[config.mk]
export PLATFORM = sky130hd
export DESIGN_NAME = ad_ip_jesd204_tpl_adc_capture
export DESIGN_NICKNAME = d
export VERILOG_FILES = /design/src/rtl/ad_ip_jesd204_tpl_adc_capture_pkg.sv /design/src/rtl/ad_ip_jesd204_tpl_adc_capture_fifo.sv /design/src/rtl/ad_ip_jesd204_tpl_adc_capture.sv
export SDC_FILE = /design/constraint.sdc
export NUM_CORES = 2
export LEC_CHECK = 0
export ABC_AREA = 1
export BUFFER_PORTS_ARGS = -buffer_cell sky130_fd_sc_hd__buf_2
export CORE_MARGIN = 1
export CORE_UTILIZATION = 55
export CTS_CLUSTER_DIAMETER = 120
export DETAILED_ROUTE_END_ITERATION = 12
export PLACE_DENSITY = 0.73
export RECOVER_POWER = 100
export SLEW_MARGIN = 10
export SYNTH_ARGS = -nofsm -noshare
export SYNTH_HDL_FRONTEND = slang
export SYNTH_SLANG_ARGS = --single-unit
export TNS_END_PERCENT = 30
[constraint.sdc]
create_clock -name clk -period 6.2 [get_ports clk]
set_input_delay 1.24 -clock clk [delete_from_list [all_inputs] [get_ports clk]]
set_output_delay 1.24 -clock clk [all_outputs]
set_load 0.02 [all_outputs]
[src/rtl/ad_ip_jesd204_tpl_adc_capture_pkg.sv]
// Shared encodings for the TPL ADC capture stage: FSM states, sync modes
// and the timestamp width.
package ad_ip_jesd204_tpl_adc_capture_pkg;

   localparam logic [1:0] ST_IDLE    = 2'd0;
   localparam logic [1:0] ST_ARMED   = 2'd1;
   localparam logic [1:0] ST_CAPTURE = 2'd2;

   localparam logic [1:0] FREE_RUN   = 2'd0;
   localparam logic [1:0] ONE_SHOT   = 2'd1;
   localparam logic [1:0] CONTINUOUS = 2'd2;

   localparam int TIMESTAMP_WIDTH = 64;

   // Reserved mode 3 behaves like free-run, so only 1 and 2 wait for sync.
   function automatic logic is_sync_mode(input logic [1:0] mode);
      return (mode == ONE_SHOT) || (mode == CONTINUOUS);
   endfunction

endpackage

[src/rtl/ad_ip_jesd204_tpl_adc_capture_fifo.sv]
// First-word-fall-through FIFO with occupancy level; the parent decides
// whether a write is accepted and tracks overflow.
module ad_ip_jesd204_tpl_adc_capture_fifo #(
   parameter int DATA_WIDTH = 68,
   parameter int ADDR_WIDTH = 4
) (
   input  logic                  clk,
   input  logic                  rst,
   input  logic                  wr_en_i,
   input  logic [DATA_WIDTH-1:0] wr_data_i,
   input  logic                  rd_en_i,
   output logic [DATA_WIDTH-1:0] rd_data_o,
   output logic                  empty_o,
   output logic                  full_o,
   output logic [ADDR_WIDTH:0]   level_o
);

   localparam int DEPTH = 1 << ADDR_WIDTH;

   logic [DATA_WIDTH-1:0] mem_q [0:DEPTH-1];
   logic [ADDR_WIDTH:0]   wr_ptr_q;
   logic [ADDR_WIDTH:0]   rd_ptr_q;

   // NOTE: the storage array has no reset; only the pointers define validity.
   always_ff @(posedge clk) begin
      if (wr_en_i) mem_q[wr_ptr_q[ADDR_WIDTH-1:0]] <= wr_data_i;
   end

   always_ff @(posedge clk or posedge rst) begin
      if (rst) begin
         wr_ptr_q <= '0;
         rd_ptr_q <= '0;
      end else begin
         if (wr_en_i) wr_ptr_q <= wr_ptr_q + 1'b1;
         if (rd_en_i) rd_ptr_q <= rd_ptr_q + 1'b1;
      end
   end

   assign level_o   = wr_ptr_q - rd_ptr_q;
   assign empty_o   = (level_o == '0);
   assign full_o    = level_o[ADDR_WIDTH];
   assign rd_data_o = mem_q[rd_ptr_q[ADDR_WIDTH-1:0]];

endmodule

[src/rtl/ad_ip_jesd204_tpl_adc_capture.sv]
// Sync-armed capture gate, channel mask and FWFT buffer between the TPL ADC
// formatters and the DMA. Define ADC_CAPTURE_TIMESTAMP_EN for sync_timestamp.
module ad_ip_jesd204_tpl_adc_capture
   import ad_ip_jesd204_tpl_adc_capture_pkg::*;
#(
   parameter int NUM_CHANNELS      = 4,
   parameter int DATA_PATH_WIDTH   = 1,
   parameter int BITS_PER_SAMPLE   = 16,
   parameter int DMA_DATA_WIDTH    = NUM_CHANNELS * DATA_PATH_WIDTH * BITS_PER_SAMPLE,
   parameter int FIFO_ADDR_WIDTH   = 4,
   parameter int CAPTURE_LEN_WIDTH = 32,
   parameter int EXT_SYNC_STAGES   = 2
) (
   input  logic                         clk,
   input  logic                         rst,
   input  logic                         in_valid,
   input  logic [DMA_DATA_WIDTH-1:0]    in_data,
   input  logic [NUM_CHANNELS-1:0]      ch_enable,
   input  logic [1:0]                   sync_mode,
   input  logic                         ext_sync_falling,
   input  logic                         arm,
   input  logic                         disarm,
   input  logic                         ext_sync,
   input  logic [CAPTURE_LEN_WIDTH-1:0] capture_len,
   input  logic                         overflow_clr,
   output logic                         out_valid,
   input  logic                         out_ready,
   output logic [DMA_DATA_WIDTH-1:0]    out_data,
   output logic [NUM_CHANNELS-1:0]      out_ch_valid,
   output logic                         status_armed,
   output logic                         status_capturing,
   output logic                         capture_done,
   output logic                         overflow,
   output logic [FIFO_ADDR_WIDTH:0]     fifo_level,
   output logic [TIMESTAMP_WIDTH-1:0]   sync_timestamp
);

   localparam int LANE_W = DATA_PATH_WIDTH * BITS_PER_SAMPLE;
   localparam int FIFO_W = DMA_DATA_WIDTH + NUM_CHANNELS;

   logic [1:0]                   state_q, state_d;
   logic [CAPTURE_LEN_WIDTH-1:0] cnt_q, cnt_d;
   logic                         done_q, done_d;
   logic                         overflow_q;
   logic [EXT_SYNC_STAGES-1:0]   sync_q;
   logic                         sync_prev_q;
   logic                         sync_edge;
   logic                         capture_enter;

   logic                         wr_req, wr_en, rd_en, ovf_set;
   logic [DMA_DATA_WIDTH-1:0]    masked_data;
   logic [FIFO_W-1:0]            fifo_rd_data;
   logic                         fifo_empty, fifo_full;

   always_ff @(posedge clk or posedge rst) begin
      if (rst) begin
         sync_q      <= '0;
         sync_prev_q <= 1'b0;
      end else begin
         sync_q      <= {sync_q[EXT_SYNC_STAGES-2:0], ext_sync};
         sync_prev_q <= sync_q[EXT_SYNC_STAGES-1];
      end
   end

   assign sync_edge = ext_sync_falling ? (~sync_q[EXT_SYNC_STAGES-1] &  sync_prev_q)
                                       : ( sync_q[EXT_SYNC_STAGES-1] & ~sync_prev_q);

   // NOTE: every always_comb output gets a default first so no latch is inferred.
   always_comb begin
      state_d = state_q;
      cnt_d   = cnt_q;
      done_d  = 1'b0;
      case (state_q)
         ST_IDLE: begin
            if (!is_sync_mode(sync_mode)) state_d = ST_CAPTURE;
            else if (arm)                 state_d = ST_ARMED;
         end
         ST_ARMED: begin
            if (sync_edge) state_d = ST_CAPTURE;
         end
         ST_CAPTURE: begin
            // A zero count means unlimited capture and is never decremented.
            if (in_valid && (cnt_q != '0)) begin
               if (cnt_q == CAPTURE_LEN_WIDTH'(1)) begin
                  done_d  = 1'b1;
                  state_d = (sync_mode == CONTINUOUS) ? ST_ARMED : ST_IDLE;
               end else begin
                  cnt_d = cnt_q - CAPTURE_LEN_WIDTH'(1);
               end
            end
         end
         default: state_d = ST_IDLE;
      endcase
      if (disarm) begin
         state_d = ST_IDLE;
         done_d  = 1'b0;
      end
      if (capture_enter) cnt_d = capture_len;
   end

   assign capture_enter = (state_q != ST_CAPTURE) && (state_d == ST_CAPTURE);

   always_ff @(posedge clk or posedge rst) begin
      if (rst) begin
         state_q    <= ST_IDLE;
         cnt_q      <= '0;
         done_q     <= 1'b0;
         overflow_q <= 1'b0;
      end else begin
         state_q <= state_d;
         cnt_q   <= cnt_d;
         done_q  <= done_d;
         if (ovf_set)           overflow_q <= 1'b1;
         else if (overflow_clr) overflow_q <= 1'b0;
      end
   end

   always_comb begin
      masked_data = in_data;
      for (int c = 0; c < NUM_CHANNELS; c++) begin
         if (!ch_enable[c]) masked_data[c*LANE_W +: LANE_W] = '0;
      end
   end

   // A read frees a slot in the same cycle, so full plus read still accepts.
   assign wr_req  = (state_q == ST_CAPTURE) && in_valid;
   assign rd_en   = out_valid && out_ready;
   assign wr_en   = wr_req && (!fifo_full || rd_en);
   assign ovf_set = wr_req && fifo_full && !rd_en;

   ad_ip_jesd204_tpl_adc_capture_fifo #(
      .DATA_WIDTH (FIFO_W),
      .ADDR_WIDTH (FIFO_ADDR_WIDTH)
   ) u_fifo (
      .clk       (clk),
      .rst       (rst),
      .wr_en_i   (wr_en),
      .wr_data_i ({ch_enable, masked_data}),
      .rd_en_i   (rd_en),
      .rd_data_o (fifo_rd_data),
      .empty_o   (fifo_empty),
      .full_o    (fifo_full),
      .level_o   (fifo_level)
   );

   assign out_valid        = !fifo_empty;
   assign out_data         = out_valid ? fifo_rd_data[DMA_DATA_WIDTH-1:0] : '0;
   assign out_ch_valid     = out_valid ? fifo_rd_data[FIFO_W-1:DMA_DATA_WIDTH] : '0;
   assign status_armed     = (state_q == ST_ARMED);
   assign status_capturing = (state_q == ST_CAPTURE);
   assign capture_done     = done_q;
   assign overflow         = overflow_q;

`ifdef ADC_CAPTURE_TIMESTAMP_EN
   logic [TIMESTAMP_WIDTH-1:0] ts_cnt_q;
   logic [TIMESTAMP_WIDTH-1:0] ts_latch_q;

   always_ff @(posedge clk or posedge rst) begin
      if (rst) begin
         ts_cnt_q   <= '0;
         ts_latch_q <= '0;
      end else begin
         if (in_valid)      ts_cnt_q   <= ts_cnt_q + 1'b1;
         if (capture_enter) ts_latch_q <= ts_cnt_q;
      end
   end

   assign sync_timestamp = ts_latch_q;
`else
   assign sync_timestamp = '0;
`endif

endmodule

==> impl_metrics.tcl <==
set metrics [dict create \
    top_usage_layer "met2" \
    clkSlewWorstSetupHoldPaths_ps 60 \
    fin_nets 3976 \
    syn_area_um2 46600 \
    cp-end-kind "primary output" \
    ys_ff_latch 1137 \
    routed-via-count 30700 \
    maxSlewHeadroom_pct -96.0 \
    pwr-share-seq_pct 36.4 \
    synth_warnings 0 \
    hp-class "flip-flop to flip-flop" \
    finClkSkew_ps 68.8 \
    r2r_cells 12 \
    slew_violations 695 \
    synth_ff_type "edfxtp_1" \
    syn-instance-count 3731 \
    place.gp.congestion 0.836 \
    synth_area_leaders "edfxtp_1 (70%), nand2_1 (8.2%), a21oi_1 (5.0%)" \
    clk_latency_ps 710 \
    ios 253 \
    crit_fanout 79 \
    cts_root_buf "clkbuf_16" \
    grt_max_degree 199 \
    tightest_slew_ps 2940 \
    hold_violations 0 \
    cts_setup_buffers 0 \
    holdPathStages 0 \
    antenna_found_initial 5 \
    finalWirelength_um 119000 \
    grt_util_met2_pct 43.4 \
    io_buffers 188 \
    cp-start-kind "flip-flop" \
    wl_per_cell_um 23.4 \
    path_buf_inv 3 \
    setup_slack_ps 261 \
    sw_frac_of_total_pct 39.0 \
    fmax_ghz 0.168 \
    synth-async-reset-ratio_pct 4.31 \
    core_area_um2 83800 \
    viasPerCell 6.05 \
    placed_cells 4874 \
    finalSetupViolations 0 \
    postCtsHoldBufs 0 \
    drive_above_1_share_pct 9.02 \
    final_cells 5082 \
    grt_setup_unrepaired "no" \
    grt_pass1_wl_um 175000 \
    area_delta_synth_final_pct 11.4 \
    violations "max-capacitance violations, max-slew violations" \
    ant_nets 0 \
    leakage_nw 18.7 \
    synth_enable_flop_cells 1088 \
    dieHeight_um 293 \
    outcome "complete, but fails checks" \
    grt_pass1_vias 29000 \
    cts_made_buffers 109 \
    path_cells "inv_8 -> ha_1 -> nand2_1 -> o21ai_0 -> xor2_1 -> nor2_1 -> nand2_2 -> inv_1 -> a211oi_1 -> buf_2" \
    critical-path-slowest-cell "dfrtp_4" \
    arrival_ps 4700 \
    period_minus_slack_ps 5940 \
    ys_seq_area_share_pct 72.7 \
    synth_area_per_cell_um2 12.5 \
    post-place-ws_ps 1230 \
    htreeDepth 3 \
    power_per_cell_area_nw_per_um2 477 \
    start_util_pct 55.6 \
    clockBufferDepth 3 \
    crit_cells 10 \
    die-area_um2 86000 \
    dp_hpwl_um 62600 \
    power_frac_comb_pct 36.5 \
    crit_family "buffers and inverters" \
    overflow 0 \
    crit_type "flip-flop to primary output" \
    synth_area_leader_cell "edfxtp_1" \
    pwr-share-clk_pct 27.1 \
    synth_top_area_share_pct 70.0 \
    drcViolationCount 0 \
    tns_ps 0 \
    drtPass1Iterations 6 \
    grtUsageMet1_pct 37.7 \
    clock-sinks 1137 \
    die_x_um 293 \
    maxCapViolCount 26 \
    max-vdd-ir-drop_mv 0.595 \
    crit_required_ps 4960 \
    post_cts_resized 0 \
    fin_crit_sh_pct 95.8 \
    max_stage_delay_ps 980 \
    p_int_mw 15.1 \
    tritoncts "done" \
    power.switching_mw 9.66 \
    grt_usage_pct 27.3 \
    grt_use_met3_pct 4.79 \
    drtIter0Drc 3596 \
    num_rows 106 \
    synth_cell_types 39 \
]
kinds of logic (layout without fill, tap and decap cells):
logic type / Yosys count / count (layout) / share of synthesized area [%]
and+or+nand+nor: 1188 / 1188 / 9.85
DFF: 1137 / 1137 / 72.7
other: 1 / 65 / 0.00804
xor gates and xnor gates: 29 / 29 / 0.545
AOI/OAI and AO/OA: 915 / 915 / 12.3
adders and majority gates: 14 / 14 / 0.392
buffers and inverters: 447 / 600 / 4.26
final timing paths:
kind,from,endpoint,slack (ps)
worst max-delay path,u_fifo.rd_ptr_q[1],out_ch_valid[2],260
worst min-delay path,sync_q[0],sync_q[1],350
worst max register to register,u_fifo.rd_ptr_q[3],u_fifo.mem_q[9][63],350
worst min register to register,sync_q[0],sync_q[1],350
max in group asynchronous,rst,u_fifo.rd_ptr_q[1],2480
min in group asynchronous,rst,u_fifo.rd_ptr_q[4],1670
cell usage in the layout, fill, tap and decap left out, types with 4 or more instances in the layout:
master	netlist	routed
edfxtp_1	1088	1088
nand2_1	1016	1018
a21oi_1	462	462
a22oi_1	180	180
inv_1	133	136
buf_2	32	111
clkbuf_16	0	110
clkbuf_1	165	106
nor2_1	105	100
a32o_1	93	93
o21ai_0	62	64
conb_1	1	64
dfrtp_1	49	46
a31oi_1	45	45
o211ai_1	43	43
nand3_1	32	34
a211oi_1	25	25
buf_4	69	25
xor2_1	23	23
clkinv_1	2	22
clkinv_2	0	20
ha_1	13	13
buf_12	0	13
clkbuf_2	0	12
bufinv_16	0	11
clkbuf_8	0	11
nor3_1	8	8
clkinvlp_4	0	8
nor2_2	6	7
xnor2_1	6	6
nand4_1	6	6
or2_2	4	4
nor2_4	0	4
flip-flops by register name, indices dropped and copies added (netlist names):
signal and cells:
sync_q 2, u_fifo.rd_ptr_q 5, u_fifo.mem_q 1088, capture_done 1, overflow 1, state_q 2
cnt_q 32, u_fifo.wr_ptr_q 5, sync_prev_q 1
cell usage after synthesis, types with 4 or more instances:
cell type / number
buf_1: 38
dfrtp_1: 49
edfxtp_1: 1088
ha_1: 13
buf_2: 32
xor2_1: 23
clkbuf_1: 165
inv_1: 133
nor2_2: 6
o21ai_0: 62
a22oi_1: 180
o21ai_1: 4
nor2_1: 105
nand4_1: 6
nor3_1: 8
a211oi_1: 25
a21oi_1: 462
nand3_1: 32
xnor2_1: 6
nand2_2: 4
or2_2: 4
buf_4: 69
o211ai_1: 43
a32o_1: 93
a31oi_1: 45
inv_2: 6
nand2_1: 1016
metrics by stage:
stage | hold WS [ps] | util (%) | instance area (um^2) | total power [mW]
after floorplan | 331 | - | 46900 | 15.3
after global placement | 339 | 58.0 | 48600 | 18.1
after detailed placement | 348 | 58.0 | 48600 | 18.2
after CTS | 351 | 62.4 | 52300 | 24.9
after global routing | 369 | 62.0 | 52000 | 25.8
final | 348 | 62.0 | 52000 | 24.8
power groups by stage:
stage	Combinational [mW]	Sequential [mW]	Clock, mW
after floorplan	6.24	9.03	0
after global placement	8.93	9.16	0
after detailed placement	9.06	9.17	0
after CTS	9.12	9.01	6.76
after global routing	9.72	9.05	7.04
final	9.04	9.02	6.70
layer usage:
metal  vias to the layer above  share of wire, %
li1                      13700                 -
met1                     15000                39
met2                      1751                47
met3                       261                10
met4                         4               3.6
met5                         -             0.020
layout make-up:
class	count	area (um^2)
clock inverters	69	704
multi-input cells	2210	11000
clock buffers	138	2970
fillers	6257	31900
well taps	1134	1420
flip-flops and latches	1137	33900
repair buffers	251	1410
diodes	1	2.50
inverters	142	554
Note: power is estimated with default switching activity, not from simulation.
